<file path="src/rtl/score_keeper_pkg.sv">
// Shared game-state codes, item codes and frightened-mode types for the score keeper.
package score_keeper_pkg;

    localparam logic [3:0] GS_IDLE      = 4'd0;
    localparam logic [3:0] GS_READY     = 4'd1;
    localparam logic [3:0] GS_PLAY      = 4'd2;
    localparam logic [3:0] GS_DYING     = 4'd3;
    localparam logic [3:0] GS_LEVEL_END = 4'd4;
    localparam logic [3:0] GS_GAME_OVER = 4'd5;

    localparam logic [1:0] I_NONE      = 2'd0;
    localparam logic [1:0] I_DOT       = 2'd1;
    localparam logic [1:0] I_ENERGIZER = 2'd2;

    typedef enum logic [1:0] {
        FS_IDLE,
        FS_FRIGHT,
        FS_FLASH
    } fright_state_t;

    localparam int          SCORE_W        = 20;
    localparam logic [19:0] SCORE_MAX      = 20'hFFFFF;
    localparam logic [11:0] PTS_DOT        = 12'd10;
    localparam logic [11:0] PTS_ENERGIZER  = 12'd50;
    localparam logic [11:0] PTS_GHOST_BASE = 12'd200;
    localparam logic [2:0]  LIVES_MAX      = 3'd7;

    // 200 / 400 / 800 / 1600 for combo 0..3
    function automatic logic [11:0] ghost_points(input logic [1:0] combo);
        return PTS_GHOST_BASE << combo;
    endfunction

endpackage

</file>
<file path="src/rtl/score_keeper_fright_timer.sv">
// Frightened-mode sequencer: a down-counting timer with a flashing tail.
// state     | meaning
// FS_IDLE   | ghosts normal, timer parked at 0
// FS_FRIGHT | ghosts frightened, timer above the flash threshold
// FS_FLASH  | ghosts frightened and flashing, timer counting out the tail
module fright_timer
    import score_keeper_pkg::*;
#(
    parameter logic [23:0] FRIGHT_CYCLES = 24'd6_000_000,
    parameter logic [23:0] FLASH_CYCLES  = 24'd1_500_000
) (
    input  logic clk_i,
    input  logic rst_n_i,
    input  logic en_i,
    input  logic start_i,
    input  logic force_idle_i,
    output logic frightened_o,
    output logic flash_o
);

    fright_state_t state_q, state_d;
    logic [23:0]   timer_q, timer_d;
    logic [23:0]   timer_dec;

    assign timer_dec = (timer_q == 24'd0) ? 24'd0 : timer_q - 24'd1;

    always_ff @(posedge clk_i or negedge rst_n_i) begin
        if (!rst_n_i) begin
            state_q <= FS_IDLE;
            timer_q <= 24'd0;
        end else begin
            state_q <= state_d;
            timer_q <= timer_d;
        end
    end

    always_comb begin
        state_d = state_q;
        timer_d = timer_q;
        if (force_idle_i) begin
            state_d = FS_IDLE;
            timer_d = 24'd0;
        end else if (en_i) begin
            if (start_i) begin
                state_d = FS_FRIGHT;
                timer_d = FRIGHT_CYCLES;
            end else begin
                case (state_q)
                    FS_FRIGHT: begin
                        timer_d = timer_dec;
                        // zero check first so a zero-length tail skips FLASH entirely
                        if (timer_dec == 24'd0) begin
                            state_d = FS_IDLE;
                        end else if (timer_dec == FLASH_CYCLES) begin
                            state_d = FS_FLASH;
                        end
                    end
                    FS_FLASH: begin
                        timer_d = timer_dec;
                        if (timer_dec == 24'd0) begin
                            state_d = FS_IDLE;
                        end
                    end
                    default: begin
                        state_d = FS_IDLE;
                        timer_d = 24'd0;
                    end
                endcase
            end
        end
    end

    always_comb begin
        frightened_o = (state_q != FS_IDLE);
        flash_o      = (state_q == FS_FLASH);
    end

endmodule

</file>
<file path="src/rtl/score_keeper.sv">
// Score, lives and dot bookkeeping for one player, with tile-clear requests
// and the frightened-ghost combo scoring.
module score_keeper
    import score_keeper_pkg::*;
#(
    parameter int unsigned DOTS_TOTAL       = 244,
    parameter logic [23:0] FRIGHT_CYCLES    = 24'd6_000_000,
    parameter logic [23:0] FLASH_CYCLES     = 24'd1_500_000,
    parameter int unsigned START_LIVES      = 3,
    parameter int unsigned EXTRA_LIFE_SCORE = 10000
) (
    input  logic        i_clk,
    input  logic        i_rst_n,
    input  logic [3:0]  i_game_state,
    input  logic        i_item_eaten,
    input  logic [1:0]  i_item_eaten_type,
    input  logic [5:0]  i_item_eaten_x,
    input  logic [5:0]  i_item_eaten_y,
    input  logic        i_pacman_eaten,
    input  logic [3:0]  i_ghost_eaten,
    output logic        o_item_clear,
    output logic [5:0]  o_item_clear_x,
    output logic [5:0]  o_item_clear_y,
    output logic [19:0] o_score,
    output logic [7:0]  o_dots_left,
    output logic [2:0]  o_lives,
    output logic        o_frightened,
    output logic        o_flash,
    output logic        o_level_clear,
    output logic        o_game_over
);

    logic        play, level_load, item_valid, coord_new, accept, energizer_acc;
    logic [3:0]  ghost_rise;
    logic        pacman_rise, pacman_hit, fright_kill;
    logic        frightened, flash;
    logic [11:0] item_pts;
    logic [12:0] ghost_pts;
    logic [1:0]  combo_v;
    logic [21:0] score_sum;
    logic        extra_grant;

    logic [19:0] score_q, score_d;
    logic [7:0]  dots_q, dots_d;
    logic [2:0]  lives_q, lives_d;
    logic [1:0]  combo_q, combo_d;
    logic        extra_q, extra_d;
    logic        last_valid_q, last_valid_d;
    logic [5:0]  last_x_q, last_x_d, last_y_q, last_y_d;
    logic        clear_q, clear_d;
    logic [5:0]  clear_x_q, clear_x_d, clear_y_q, clear_y_d;
    logic        level_clear_q, level_clear_d;
    logic        game_over_q, game_over_d;
    logic [3:0]  gs_q;
    logic [3:0]  ghost_prev_q;
    logic        pacman_prev_q;

    assign play        = (i_game_state == GS_PLAY);
    assign level_load  = (gs_q == GS_LEVEL_END) && (i_game_state == GS_READY);
    assign item_valid  = (i_item_eaten_type == I_DOT) || (i_item_eaten_type == I_ENERGIZER);
    // the map holds i_item_eaten high until the tile clears, so repeats are dropped
    assign coord_new   = !last_valid_q || (i_item_eaten_x != last_x_q) || (i_item_eaten_y != last_y_q);
    assign accept      = play && i_item_eaten && item_valid && coord_new;
    assign energizer_acc = accept && (i_item_eaten_type == I_ENERGIZER);
    assign ghost_rise  = i_ghost_eaten & ~ghost_prev_q;
    assign pacman_rise = i_pacman_eaten & ~pacman_prev_q;
    assign pacman_hit  = play && pacman_rise;
    assign fright_kill = level_load || pacman_hit;

    fright_timer #(
        .FRIGHT_CYCLES(FRIGHT_CYCLES),
        .FLASH_CYCLES (FLASH_CYCLES)
    ) u_fright_timer (
        .clk_i        (i_clk),
        .rst_n_i      (i_rst_n),
        .en_i         (play),
        .start_i      (energizer_acc),
        .force_idle_i (fright_kill),
        .frightened_o (frightened),
        .flash_o      (flash)
    );

    always_comb begin
        item_pts = 12'd0;
        if (accept) begin
            item_pts = (i_item_eaten_type == I_ENERGIZER) ? PTS_ENERGIZER : PTS_DOT;
        end
    end

    // blinky (bit 0) is scored first, each ghost doubling the next one's value
    always_comb begin
        ghost_pts = 13'd0;
        combo_v   = combo_q;
        if (play && frightened) begin
            for (int g = 0; g < 4; g++) begin
                if (ghost_rise[g]) begin
                    ghost_pts = ghost_pts + {1'b0, ghost_points(combo_v)};
                    if (combo_v != 2'd3) begin
                        combo_v = combo_v + 2'd1;
                    end
                end
            end
        end
        combo_d = energizer_acc ? 2'd0 : combo_v;
    end

    always_comb begin
        score_sum = {2'b00, score_q} + {10'd0, item_pts} + {9'd0, ghost_pts};
        score_d   = (score_sum > {2'b00, SCORE_MAX}) ? SCORE_MAX : score_sum[19:0];
    end

    assign extra_grant = !extra_q
                         && ({12'd0, score_q} <  EXTRA_LIFE_SCORE)
                         && ({12'd0, score_d} >= EXTRA_LIFE_SCORE);
    assign extra_d     = extra_q | extra_grant;

    always_comb begin
        lives_d = lives_q;
        if (pacman_hit && (lives_q != 3'd0)) begin
            lives_d = lives_d - 3'd1;
        end
        if (extra_grant && (lives_d != LIVES_MAX)) begin
            lives_d = lives_d + 3'd1;
        end
    end

    always_comb begin
        dots_d       = dots_q;
        last_valid_d = last_valid_q;
        last_x_d     = last_x_q;
        last_y_d     = last_y_q;
        clear_d      = accept;
        clear_x_d    = clear_x_q;
        clear_y_d    = clear_y_q;
        if (level_load) begin
            dots_d       = 8'(DOTS_TOTAL);
            last_valid_d = 1'b0;
        end else if (accept) begin
            if (dots_q != 8'd0) begin
                dots_d = dots_q - 8'd1;
            end
            last_valid_d = 1'b1;
            last_x_d     = i_item_eaten_x;
            last_y_d     = i_item_eaten_y;
            clear_x_d    = i_item_eaten_x;
            clear_y_d    = i_item_eaten_y;
        end
        level_clear_d = (dots_q == 8'd0);
        game_over_d   = (lives_q == 3'd0);
    end

    always_ff @(posedge i_clk or negedge i_rst_n) begin
        if (!i_rst_n) begin
            score_q       <= 20'd0;
            dots_q        <= 8'(DOTS_TOTAL);
            lives_q       <= 3'(START_LIVES);
            combo_q       <= 2'd0;
            extra_q       <= 1'b0;
            last_valid_q  <= 1'b0;
            last_x_q      <= 6'd0;
            last_y_q      <= 6'd0;
            clear_q       <= 1'b0;
            clear_x_q     <= 6'd0;
            clear_y_q     <= 6'd0;
            level_clear_q <= 1'b0;
            game_over_q   <= 1'b0;
            gs_q          <= GS_IDLE;
            ghost_prev_q  <= 4'd0;
            pacman_prev_q <= 1'b0;
        end else begin
            score_q       <= score_d;
            dots_q        <= dots_d;
            lives_q       <= lives_d;
            combo_q       <= combo_d;
            extra_q       <= extra_d;
            last_valid_q  <= last_valid_d;
            last_x_q      <= last_x_d;
            last_y_q      <= last_y_d;
            clear_q       <= clear_d;
            clear_x_q     <= clear_x_d;
            clear_y_q     <= clear_y_d;
            level_clear_q <= level_clear_d;
            game_over_q   <= game_over_d;
            gs_q          <= i_game_state;
            ghost_prev_q  <= i_ghost_eaten;
            pacman_prev_q <= i_pacman_eaten;
        end
    end

    assign o_item_clear   = clear_q;
    assign o_item_clear_x = clear_x_q;
    assign o_item_clear_y = clear_y_q;
    assign o_score        = score_q;
    assign o_dots_left    = dots_q;
    assign o_lives        = lives_q;
    assign o_frightened   = frightened;
    assign o_flash        = flash;
    assign o_level_clear  = level_clear_q;
    assign o_game_over    = game_over_q;

endmodule

</file>
<file path="config.mk">
export PLATFORM = sky130hd
export DESIGN_NAME = score_keeper
export DESIGN_NICKNAME = d
export VERILOG_FILES = /design/src/rtl/score_keeper_pkg.sv /design/src/rtl/score_keeper_fright_timer.sv /design/src/rtl/score_keeper.sv
export SDC_FILE = /design/constraint.sdc
export NUM_CORES = 1
export LEC_CHECK = 0
export BUFFER_PORTS_ARGS = -buffer_cell sky130_fd_sc_hd__buf_4
export CORE_MARGIN = 8
export CORE_UTILIZATION = 50
export DETAILED_ROUTE_END_ITERATION = 10
export PLACE_DENSITY = 0.69
export SLEW_MARGIN = 20
export SYNTH_ARGS = -nofsm -noshare
export SYNTH_HDL_FRONTEND = slang
export SYNTH_SLANG_ARGS = --single-unit
</file>
<file path="constraint.sdc">
create_clock -name i_clk -period 8.75 [get_ports i_clk]
set_input_delay 0.875 -clock i_clk [delete_from_list [all_inputs] [get_ports i_clk]]
set_output_delay 0.875 -clock i_clk [all_outputs]
set_load 0.05 [all_outputs]
</file>
==> results.sh <==
export IMPL_status="complete, no violations"
export IMPL_synth_top_area_cell="dfrtp_1"
export IMPL_drt_met1_wl_um=8500
export IMPL_clockBufferDepth=2
export IMPL_synth_cell_types=78
export IMPL_path_clk_slew_ps=70
export IMPL_placementRows=44
export IMPL_synth_simple_area_share_pct=23.2
export IMPL_cts_hold_buffers_added=0
export IMPL_grt_usage_pct=19.9
export IMPL_yosys_area_share_adder_pct=13.2
export IMPL_nNetsFinal=1001
export IMPL_cts_sinks=85
export IMPL_synth_top_family_by_area="simple AND/OR/NAND/NOR gates"
export IMPL_die_x_um=136
export IMPL_antennaDiodeCount=0
export IMPL_synth_compound_area_share_pct=21.8
export IMPL_initial_core_util_pct=50.5
export IMPL_gp_congestion=0.918
export IMPL_fillers=1320
export IMPL_hpwl_um=13700
export IMPL_reg2reg_depth=34
export IMPL_syn_area_mm2=0.00726
export IMPL_reg2reg_from="combo_q[1]$_DFFE_PN0P_"
export IMPL_dr_pass1_iters=6
export IMPL_cts_buffers=9
export IMPL_crit_top_cell="ha_1"
export IMPL_rrSetupSlack_ps=690
export IMPL_setup_viol=0
export IMPL_insertion_delay_ps=340
export IMPL_via_per_inst=5.87
export IMPL_fmax_ghz=0.124
export IMPL_wl_um=18200
export IMPL_cp_required_ps=8980
export IMPL_syn_avg_cell_area_um2=8.57
export IMPL_cts_tree="done"
export IMPL_design_die_area_mm2=0.0186
export IMPL_cpMaxStageDelayCell="a2111oi_1"
export IMPL_io_pins=74
export IMPL_final_cell_mix="buf_4 (81), dfrtp_1 (78), nand2_1 (77), ha_1 (67), nor2_1 (65)"
export IMPL_die_y_um=136
export IMPL_postCtsSetupRepairBufs=0
export IMPL_hold_path_class="input pin to async pin"
export IMPL_dpl_cell_area_mm2=0.00794
export IMPL_final_area_mm2=0.00824
export IMPL_ys_ff_latch=85
export IMPL_cp_end_kind="flip-flop"
export IMPL_seqCellArea_mm2=0.00214
export IMPL_startpoint_type="flip-flop"
export IMPL_synthMuxAreaShare_pct=3.19
export IMPL_met3_length_um=1240
export IMPL_leakage_nw=3.75
export IMPL_clock_skew_ps=7.25
export IMPL_synth_seq_area_share_pct=29.4
export IMPL_drt_iter0_drc=387
export IMPL_fin_util_pct=57.4
export IMPL_ys_async_sr_fraction_pct=100
export IMPL_ant_nets=0
export IMPL_wl_per_cell_um=16.6
export IMPL_top_layer="met4"
export IMPL_syn2layout_area_growth_pct=13.5
export IMPL_final_min_clock_period_ps=8060
export IMPL_synth_warnings=0
export IMPL_cp_slowest_stage_delay_ps=560
export IMPL_p_per_area_mw_per_mm2=321
export IMPL_arrival_ps=8290
export IMPL_synth_edf_count=0
export IMPL_worstPathMaxFanout=10
export IMPL_drive_gt1_share_pct=16.1
export IMPL_remaining_drc_errors=0
export IMPL_fin_crit_sh_pct=92.1
export IMPL_synth_nets=946
export IMPL_antenna_found_initial=0
export IMPL_hold_viol=0
export IMPL_max_vdd_ir_drop_uv=199
export IMPL_grt_pass1_wl_um=30000
export IMPL_cts_resized=0
export IMPL_synthFlopType="dfrtp_1"
export IMPL_grt_pass1_vias=6096
export IMPL_worst_setup_path_type="flip-flop to flip-flop"
export IMPL_grt_ovfl_total=0
export IMPL_tightest_slew_ps=911
export IMPL_yosysTopAreaCellShare_pct=26.9
export IMPL_grt_max_degree=61
export IMPL_portBuffers=73
export IMPL_multi_input_area_mm2=0.00480
export IMPL_final_common_cell="buf_4"
export IMPL_r2r_end="extra_q$_DFF_PN0_"
export IMPL_slew_viol_final=0
export IMPL_htreeDepth=3
export IMPL_coreArea_mm2=0.0144
export IMPL_syn_inst=847
export IMPL_grt_setup_unrepaired="no"
export IMPL_synthTopCellsByArea="dfrtp_1 (27%), ha_1 (12%), o21ai_0 (4.1%), nand2_1 (4.0%), a21oi_1 (3.8%)"
export IMPL_dr_wl_met2_um=8140
export IMPL_relSlewSlack_pct=39.0
export IMPL_setup_tns_final_ps=0
export IMPL_synth_xor_area_share_pct=4.59
export IMPL_clock_root_buffer="clkbuf_16"
export IMPL_vias=6400
export IMPL_maxCapViolCount=0
routing by layer:
metal / GRT usage [%] / up-vias
met2: 30.7 / 168
li1: - / 3217
met1: 26.3 / 2994
met3: 5.88 / 21
met4: 6.10 / 0
met5: 0 / -
per-stage QoR:
stage	setup WS (ps)	hold WS (ps)	std cells	total power, mW
2_1_floorplan	1200	441	847	1.86
3_3_place_gp	621	451	1075	2.23
3_5_place_dp	598	464	1075	2.24
4_1_cts	707	437	1091	2.65
5_1_grt	29.5	457	1091	2.85
6_report	691	436	1091	2.65
registers in the layout (all words and copies together), names as in the netlist, 2 cells and up:
signal / cells
combo_q: 2
o_item_clear_x: 6
o_dots_left: 8
u_fright_timer.state_q: 2
o_score: 20
ghost_prev_q: 4
gs_q: 4
u_fright_timer.timer_q: 24
o_item_clear_y: 6
o_lives: 3
Yosys cell counts (8+ instances only):
master / number
mux2_2: 17
o311ai_0: 10
and3_1: 12
a21oi_1: 55
nand3_1: 19
nand2_1: 77
nor3_1: 17
dfrtp_1: 78
buf_2: 8
xnor2_1: 26
nor2_1: 65
and2_1: 14
a211oi_1: 11
or4_1: 8
o211ai_1: 8
nor3b_1: 8
o21ai_0: 59
o31ai_1: 16
nand4_1: 12
inv_1: 44
ha_1: 67
o21a_1: 9
nand2b_1: 13
clkbuf_1: 23
xor2_1: 12
nor2b_1: 17
nor4_1: 11
worst max path at each step:
stage                                 to  slack [ps]              startpoint
global route        o_lives[2]$_DFF_PN0_          30  combo_q[1]$_DFFE_PN0P_
global placement    o_lives[2]$_DFF_PN0_         620        i_ghost_eaten[0]
floorplan              extra_q$_DFF_PN0_        1200        i_ghost_eaten[0]
CTS                 o_lives[2]$_DFF_PN0_         710  combo_q[1]$_DFFE_PN0P_
finish                 extra_q$_DFF_PN0_         690  combo_q[1]$_DFFE_PN0P_
detailed placement  o_lives[2]$_DFF_PN0_         600        i_ghost_eaten[0]
logic make-up (layout without fill, tap and decap cells):
kind of cell | after synthesis | in the layout
XOR/XNOR | 38 | 38
flip-flops | 85 | 85
buffers and inverters | 81 | 141
adder cells (fa/ha/maj) | 73 | 73
AND/OR/NAND/NOR | 311 | 311
AO/OA/AOI/OAI | 238 | 238
multiplexers | 21 | 21
worst max-delay path: cells and delay by family (launching register included):
kind	cells	cell delay, ps
AO/OA/AOI/OAI	15	2890
XOR/XNOR	1	180
adder cells (fa/ha/maj)	6	2090
buffers and inverters	3	440
flip-flops	1	490
multiplexers	2	610
AND/OR/NAND/NOR	7	1230
layout make-up:
cell class	count	area share [%]
timing repair buffer	81	7.38
sequential	85	25.9
clock inverter	6	0.820
clock buffer	10	2.90
inverter	44	2.00
tap	184	2.79
multi-input combinational	681	58.2
report_power, final:
part           internal, mW  switching [mW]
clock network         0.231           0.168
registers             0.523           0.169
logic                 0.579           0.976
total                  1.33            1.31
Note: power is estimated with default switching activity, not from simulation.
